`src/rtl/accum_pkg.sv`:
```
// Shared types and defaults for the framed adder/accumulator.
package accum_pkg;

  typedef enum logic [1:0] {
    ST_IDLE  = 2'd0,
    ST_ACCUM = 2'd1,
    ST_DONE  = 2'd2
  } acc_state_t;

  localparam int unsigned WIDTH_DEF = 8;
  localparam int unsigned CNT_W_DEF = 4;
  localparam int unsigned ACC_W_DEF = WIDTH_DEF + 1 + CNT_W_DEF;

  // Clamp value for the default accumulator width.
  localparam logic [ACC_W_DEF-1:0] ACC_SAT_VAL = {ACC_W_DEF{1'b1}};

endpackage

```
`src/rtl/accum_sat_add.sv`:
```
// Accumulator adder with carry-out detection.
// ACCUM_SAT_EN: when defined, results that carry out clamp to all-ones;
// otherwise the result wraps modulo 2**ACC_W.
module accum_sat_add #(
  parameter int unsigned ACC_W = 13
) (
  input  logic [ACC_W-1:0] acc,
  input  logic [ACC_W-1:0] s,
  output logic [ACC_W-1:0] sum,
  output logic             ovf
);

  localparam logic [ACC_W-1:0] SAT_VAL = {ACC_W{1'b1}};

  logic [ACC_W:0] wide;

  assign wide = {1'b0, acc} + {1'b0, s};
  assign ovf  = wide[ACC_W];

`ifdef ACCUM_SAT_EN
  // Clamp on carry; an already-clamped acc plus a nonzero sample carries again.
  assign sum = ovf ? SAT_VAL : wide[ACC_W-1:0];
`else
  // Plain modular wrap.
  assign sum = wide[ACC_W-1:0];
`endif

endmodule

```
`src/rtl/accum_frame_adder.sv`:
```
// Framed two-operand adder/accumulator: one sum per frame of len samples.
// Overflow policy (wrap or clamp) is selected by the ACCUM_SAT_EN macro.
module accum_frame_adder
  import accum_pkg::*;
#(
  parameter int unsigned WIDTH = 8,
  parameter int unsigned CNT_W = 4,
  parameter int unsigned ACC_W = 13
) (
  input  logic             clk,
  input  logic             rst,
  input  logic             clr,
  input  logic             in_valid,
  output logic             in_ready,
  input  logic [WIDTH-1:0] in_a,
  input  logic [WIDTH-1:0] in_b,
  input  logic [CNT_W-1:0] len,
  output logic             out_valid,
  input  logic             out_ready,
  output logic [ACC_W-1:0] out_sum,
  output logic             out_ovf
);

  localparam int unsigned S_W = WIDTH + 1;

  acc_state_t       state;
  logic [ACC_W-1:0] acc;
  logic [CNT_W-1:0] cnt;
  logic [CNT_W-1:0] len_q;
  logic             ovf;

  logic [S_W-1:0]   s_raw;
  logic [ACC_W-1:0] s_ext;
  logic [CNT_W-1:0] cnt_nxt;
  logic [CNT_W-1:0] len_eff;
  logic [ACC_W-1:0] add_sum;
  logic             add_ovf;
  logic             accept;
  logic             out_hs;

  // Sample sum, frame length normalisation and handshake qualifiers.
  assign s_raw   = S_W'(in_a) + S_W'(in_b);
  assign s_ext   = ACC_W'(s_raw);
  assign cnt_nxt = cnt + CNT_W'(1);
  assign len_eff = (len == '0) ? CNT_W'(1) : len;
  assign accept  = in_valid & in_ready;
  assign out_hs  = out_valid & out_ready;

  assign in_ready  = !rst && (state != ST_DONE);
  assign out_valid = (state == ST_DONE);
  assign out_sum   = acc;
  assign out_ovf   = ovf;

  accum_sat_add #(
    .ACC_W (ACC_W)
  ) u_add (
    .acc (acc),
    .s   (s_ext),
    .sum (add_sum),
    .ovf (add_ovf)
  );

  // Frame FSM with accumulator, sample counter, latched length and sticky overflow.
  always_ff @(posedge clk) begin
    if (rst) begin
      state <= ST_IDLE;
      acc   <= '0;
      cnt   <= '0;
      len_q <= '0;
      ovf   <= 1'b0;
    end else if (clr) begin
      state <= ST_IDLE;
      acc   <= '0;
      cnt   <= '0;
      ovf   <= 1'b0;
    end else begin
      case (state)
        ST_IDLE: begin
          if (accept) begin
            acc   <= s_ext;
            cnt   <= CNT_W'(1);
            len_q <= len_eff;
            state <= (len_eff == CNT_W'(1)) ? ST_DONE : ST_ACCUM;
          end
        end
        ST_ACCUM: begin
          if (accept) begin
            acc <= add_sum;
            ovf <= ovf | add_ovf;
            cnt <= cnt_nxt;
            if (cnt_nxt == len_q) state <= ST_DONE;
          end
        end
        ST_DONE: begin
          if (out_hs) begin
            state <= ST_IDLE;
            acc   <= '0;
            cnt   <= '0;
            ovf   <= 1'b0;
          end
        end
        default: state <= ST_IDLE;
      endcase
    end
  end

endmodule

```
`config.mk`:
```
export PLATFORM = sky130hd
export DESIGN_NAME = accum_frame_adder
export DESIGN_NICKNAME = d
export VERILOG_FILES = /design/src/rtl/accum_pkg.sv /design/src/rtl/accum_sat_add.sv /design/src/rtl/accum_frame_adder.sv
export SDC_FILE = /design/constraint.sdc
export NUM_CORES = 1
export LEC_CHECK = 0
export CAP_MARGIN = 20
export CORE_AREA = 2 2 76 78
export CTS_CLUSTER_SIZE = 24
export DETAILED_ROUTE_END_ITERATION = 12
export DIE_AREA = 0 0 78 80
export GPL_ROUTABILITY_DRIVEN = 0
export PLACE_DENSITY_LB_ADDON = 0.25
export SLEW_MARGIN = 10
export SYNTH_ARGS = -nofsm -noshare
export SYNTH_HDL_FRONTEND = slang
export SYNTH_SLANG_ARGS = --single-unit
```
`constraint.sdc`:
```
create_clock -name clk -period 11.2 [get_ports clk]
set_clock_uncertainty 0.15 [all_clocks]
set_input_delay 2.8 -clock clk [delete_from_list [all_inputs] [get_ports clk]]
set_output_delay 2.8 -clock clk [all_outputs]
set_load 0.03 [all_outputs]
```
Word-level counts from Yosys, hierarchy flattened
Cells that the tools add are included.
{"block": "word_totals", "input_bits": 25, "regBits": 24, "out_inout_bits": 16, "elab_cells": 50}
{"block": "op_classes", "mux": 18, "reduce_logical": 11, "add_sub_neg": 3, "n_eq_ne": 9, "n_bitwise": 4}
{"op": "13-bit two-way mux", "count": 3}
{"op": "13-bit one-hot mux with 3 select lines", "count": 1}
{"op": "4-bit two-way mux", "count": 4}
{"op": "13-bit by 9-bit adder with 14-bit output", "count": 1}
{"op": "4-bit one-hot mux with 3 select lines", "count": 1}
{"op": "2-bit two-way mux", "count": 5}
{"op": "8-bit by 8-bit adder with 9-bit output", "count": 1}
{"op": "2-bit != test, second input constant", "count": 4}
{"op": "4-bit AND reduction", "count": 2}
{"op": "2-bit one-hot mux with 3 select lines", "count": 1}
{"op": "3-bit AND reduction", "count": 2}
{"op": "4-bit by 1-bit adder with 4-bit output, second input constant", "count": 1}
{"op": "4-bit by 1-bit equality test with 1-bit output, second input constant", "count": 1}
{"op": "4-bit equality test", "count": 1}
{"op": "4-bit logical NOT", "count": 1}
{"op": "3-bit nonzero test", "count": 1}
{"op": "1-bit bitwise AND", "count": 2}
{"op": "2-bit by 1-bit equality test with 1-bit output, second input constant", "count": 1}
{"op": "2-bit equality test, second input constant", "count": 1}
{"op": "2-bit logical NOT", "count": 1}
{"op": "1-bit two-way mux", "count": 2}
{"op": "2-bit by 1-bit != test with 1-bit output, second input constant", "count": 1}
{"op": "1-bit one-hot mux with 2 select lines", "count": 1}
{"op": "2-bit nonzero test", "count": 1}
{"op": "5 further kinds", "count": 5}

Logic depth before layout (Yosys ltp)
{"block": "depth", "word_depth": 6, "depth_mapped": 13, "ltp_nobuf": 13}

By module
Synthesis repeated with hierarchy kept, for this count alone.
{"block": "hier_totals", "hier_cells": 272, "hier_area_um2": 2163.3}
{"mod": "accum_frame_adder", "seq_area_each_um2": 480.5, "n_inst": 1, "cells_each": 181, "area_per_inst_um2": 1476.4}
{"mod": "accum_sat_add", "seq_area_each_um2": 0.0, "n_inst": 1, "cells_each": 91, "area_per_inst_um2": 686.9}

Worst setup path after synthesis
Ideal clock, no wire load.
{"block": "synth_timing", "path_type": "in2out", "startpoint": "in rst", "endpoint": "out in_ready", "arrival_ns": 3.356, "stages": 2, "t_required_ns": 8.250, "path_slack_ns": 4.894, "n_path_buf": 1, "path_cell_list": "clkbuf_2 -> nor2_1"}
{"block": "synth_via", "elab_chain_cells": 2}
{"item": "start: declaration", "line_no": "accum_frame_adder.sv:11", "text": "input logic rst,"}
{"item": "1-bit logical NOT", "line_no": "accum_frame_adder.sv:49", "text": "assign in_ready = !rst && (state != ST_DONE);"}
{"item": "1-bit logical AND", "line_no": "accum_frame_adder.sv:49"}
{"item": "end: declaration", "line_no": "accum_frame_adder.sv:14", "text": "output logic in_ready,"}
No other way between the ends.

Final worst setup path
Same ends and word-level chain as after synthesis.

==> impl_metrics.csv <==
group,metric,value,unit
status,status,"complete, no violations",
timing,finalSetupTns,0,ns
cts,clk_latency,0.27,ns
timing,relSlewSlack,0.526,
cts,cts_setup_buffers,0,
critical_path,reg2regPathDepth,7,
detailed_routing,first_pass_iters,4,
power,p_sw,95.8,µW
detailed_routing,drc,0,
power,p_sw_frac,0.356,
cts,numCtsBuffers,3,
timing,final-setup-viol-count,0,
timing,slew_viol_final,0,
hold_path,hold_class,"flop to flop",
timing,hold_viol,0,
critical_path,critPathMostFrequentCell,"clkdlybuf4s50_1",
critical_path,cp-end-kind,"primary output",
placed_design,dpl.cell_count,368,
grt,grt_max_degree,17,
critical_path,worst-setup-path-type,"input port to primary output",
cts,cts.htree.levels,1,
timing,finalCritPeriodShare,0.633,
critical_path,critPathMaxStageDelay,0.67,ns
logic_synthesis,syn-num-nets,311,
critical_path,worst-path-buf-inv,2,
timing,rsz0062_at_grt,"no",
grt,track_usage,0.168,
critical_path,cp-start-kind,"input port",
cts,cts.sinks,24,
critical_path,crit_chain,"clkdlybuf4s50_1, nor2_1, clkdlybuf4s50_1",
power,p_per_area,102,mW/mm²
timing,setup_slack,4.11,ns
critical_path,reg2reg_slack,8.71,ns
floorplanning,die_area,0.00624,mm²
grt,grt_antenna_before_repair,0,
placed_design,dpl.hpwl,3870,µm
logic_synthesis,synth_edf_count,0,
logic_synthesis,ys_types,51,
floorplanning,fp.dieH,80,µm
logic_synthesis,synth-seq-cells,24,
timing,final.min_clock_period,7.09,ns
finish,nets,350,
timing,worstMarginPinSlew,0.709,ns
cts,holdBufCountCts,0,
finish,final_cell_mix,"clkdlybuf4s50_1 (40), nor2_1 (25), dfxtp_1 (24), ha_1 (22), a21oi_1 (20)",
power,seqPwrFrac,0.343,
finish,fin_cells,372,
timing,fmax,0.141,GHz
floorplanning,io_pins,41,
cts,root_buffer,"clkbuf_8",
critical_path,worst-path-max-fanout,8,
detailed_routing,via_per_inst,5.44,
detailed_routing,drtIter0Drc,72,
power,ir_worst_vdd,0.0468,mV
grt,grt_pass1_wl,8540,µm
power,clockPowerShare,0.219,
placed_design,io_buffers,40,
power,p_leak,1.03,nW
finish,area_growth,24.6,%
placed_design,post-place-ws,4.10,ns
detailed_routing,wl,4950,µm
power,combPwrFrac,0.438,
power,internal_power,174,µW
finish,drive_above_1_share,0.0467,
detailed_routing,wl_per_cell,13.3,µm
critical_path,slowest_stage,"clkdlybuf4s50_1",
critical_path,crit_family,"buffers and inverters",
detailed_routing,antenna_left,0,
floorplanning,start_util,0.391,
grt,grt_overflow,0,
detailed_routing,vias,2022,
floorplanning,core,0.00541,mm²
cts,cts_buffer_depth,2,
critical_path,crit_end,"in_ready",
finish,antenna_cells,0,
cts,path_clk_slew,0.08,ns
critical_path,r2r-start,"state[0]",
floorplanning,rows,27,
logic_synthesis,synth_area,0.00211,mm²
critical_path,r2r_end,"cnt[3]",
logic_synthesis,async_flop_share,0,
critical_path,worstSetupStartpoint,"rst",
logic_synthesis,yosys_most_used_dff,"dfxtp_1",
logic_synthesis,yosysSeqAreaShare,0.228,
grt,first_global_vias,1889,
logic_synthesis,syn_area_per_cell,8.06,µm²
critical_path,cp.depth,3,
cts,cts_tree,"done",
cts,cts_resized,0,
floorplanning,die_w,78,µm
critical_path,worstPathArrival,4.14,ns
logic_synthesis,synth-warning-count,0,
critical_path,crit_required,8.25,ns
finish,n_fill_cell,516,
logic_synthesis,synthCells,262,
finish,final_common_cell,"clkdlybuf4s50_1",
run,cap_violations,0,
==> power by group through the flow <==
stage / sequential (mW) / clock [mW] / combinational (mW)
final: 0.0924 / 0.0589 / 0.118
after global routing: 0.0933 / 0.0674 / 0.131
after CTS: 0.0924 / 0.0619 / 0.118
after detailed placement: 0.0944 / 0 / 0.118
after global placement: 0.0944 / 0 / 0.116
after floorplan: 0.0989 / 0 / 0.0809
==> cell families after synthesis <==
family,after synthesis,share of synthesized area
adder cells (fa/ha/maj),24,0.149
XOR/XNOR,9,0.0373
buffers and inverters,17,0.0320
AO/OA/AOI/OAI,81,0.251
AND/OR/NAND/NOR,95,0.245
multiplexers,12,0.0581
flip-flops,24,0.228
==> Yosys cell counts (4+ instances only) <==
cell type   n  area, µm²
nor2_1     25       93.8
dfxtp_1    24        480
ha_1       22        275
a21oi_1    20        100
o21ai_0    17       85.1
nand2_1    13       48.8
inv_1      11       41.3
mux2i_1    10        100
nand3_1     8       40.0
nor3_1      8       40.0
nand2b_1    7       43.8
xnor2_1     7       61.3
a211oi_1    6       45.0
o21a_1      6       45.0
a21o_1      5       37.5
nor2b_1     5       31.3
or3_1       5       31.3
a31oi_1     4       25.0
and2_1      4       25.0
o211ai_1    4       30.0
==> sequential cells by signal, summed over array words and instances, names as in the netlist <==
name,flops
state,2
len_q,4
cnt,4
out_ovf,1
out_sum,13
==> tightest hold or removal path, cell delays in order (launching register included) <==
cell and delay (ns):
dfxtp_1 0.33, nand2_1 0.06, a21oi_1 0.05
==> metrics by stage <==
stage	utilization	hold slack, ns	power [mW]	area, µm²
2_1_floorplan	-	0.299	0.180	2110
3_3_place_gp	0.476	0.312	0.210	2570
3_5_place_dp	0.476	0.319	0.212	2570
4_1_cts	0.487	0.330	0.273	2630
5_1_grt	0.487	0.355	0.292	2630
6_report	0.487	0.326	0.269	2630
==> metal layers <==
| metal | track usage | up-vias | wire, µm |
|---|---|---|---|
| li1 | - | 1052 | - |
| met1 | 0.226 | 935 | 2530 |
| met2 | 0.280 | 29 | 2220 |
| met3 | 0.0305 | 6 | 146 |
| met4 | 0.0368 | 0 | 57 |
| met5 | 0 | - | 0 |
==> area by class of cell <==
class                           count  area [µm²]  share of cell area
Multi-Input combinational cell    221        1560               0.594
Sequential cell                    24         480               0.183
Timing Repair Buffer               40         400               0.152
Tap cell                           72        90.1              0.0343
Clock buffer                        4        55.1              0.0209
Inverter                           11        41.3              0.0157
==> worst min-delay path by stage <==
stage	startpoint	endpoint	slack [ns]	depth (start not counted)
after CTS	cnt[1]	cnt[1]	0.33	2
after global placement	cnt[1]	cnt[1]	0.31	2
final	cnt[1]	cnt[1]	0.33	2
after floorplan	cnt[1]	cnt[1]	0.30	2
after detailed placement	cnt[1]	cnt[1]	0.32	2
after global routing	cnt[1]	cnt[1]	0.36	2
Note: power is estimated with default switching activity, not from simulation.
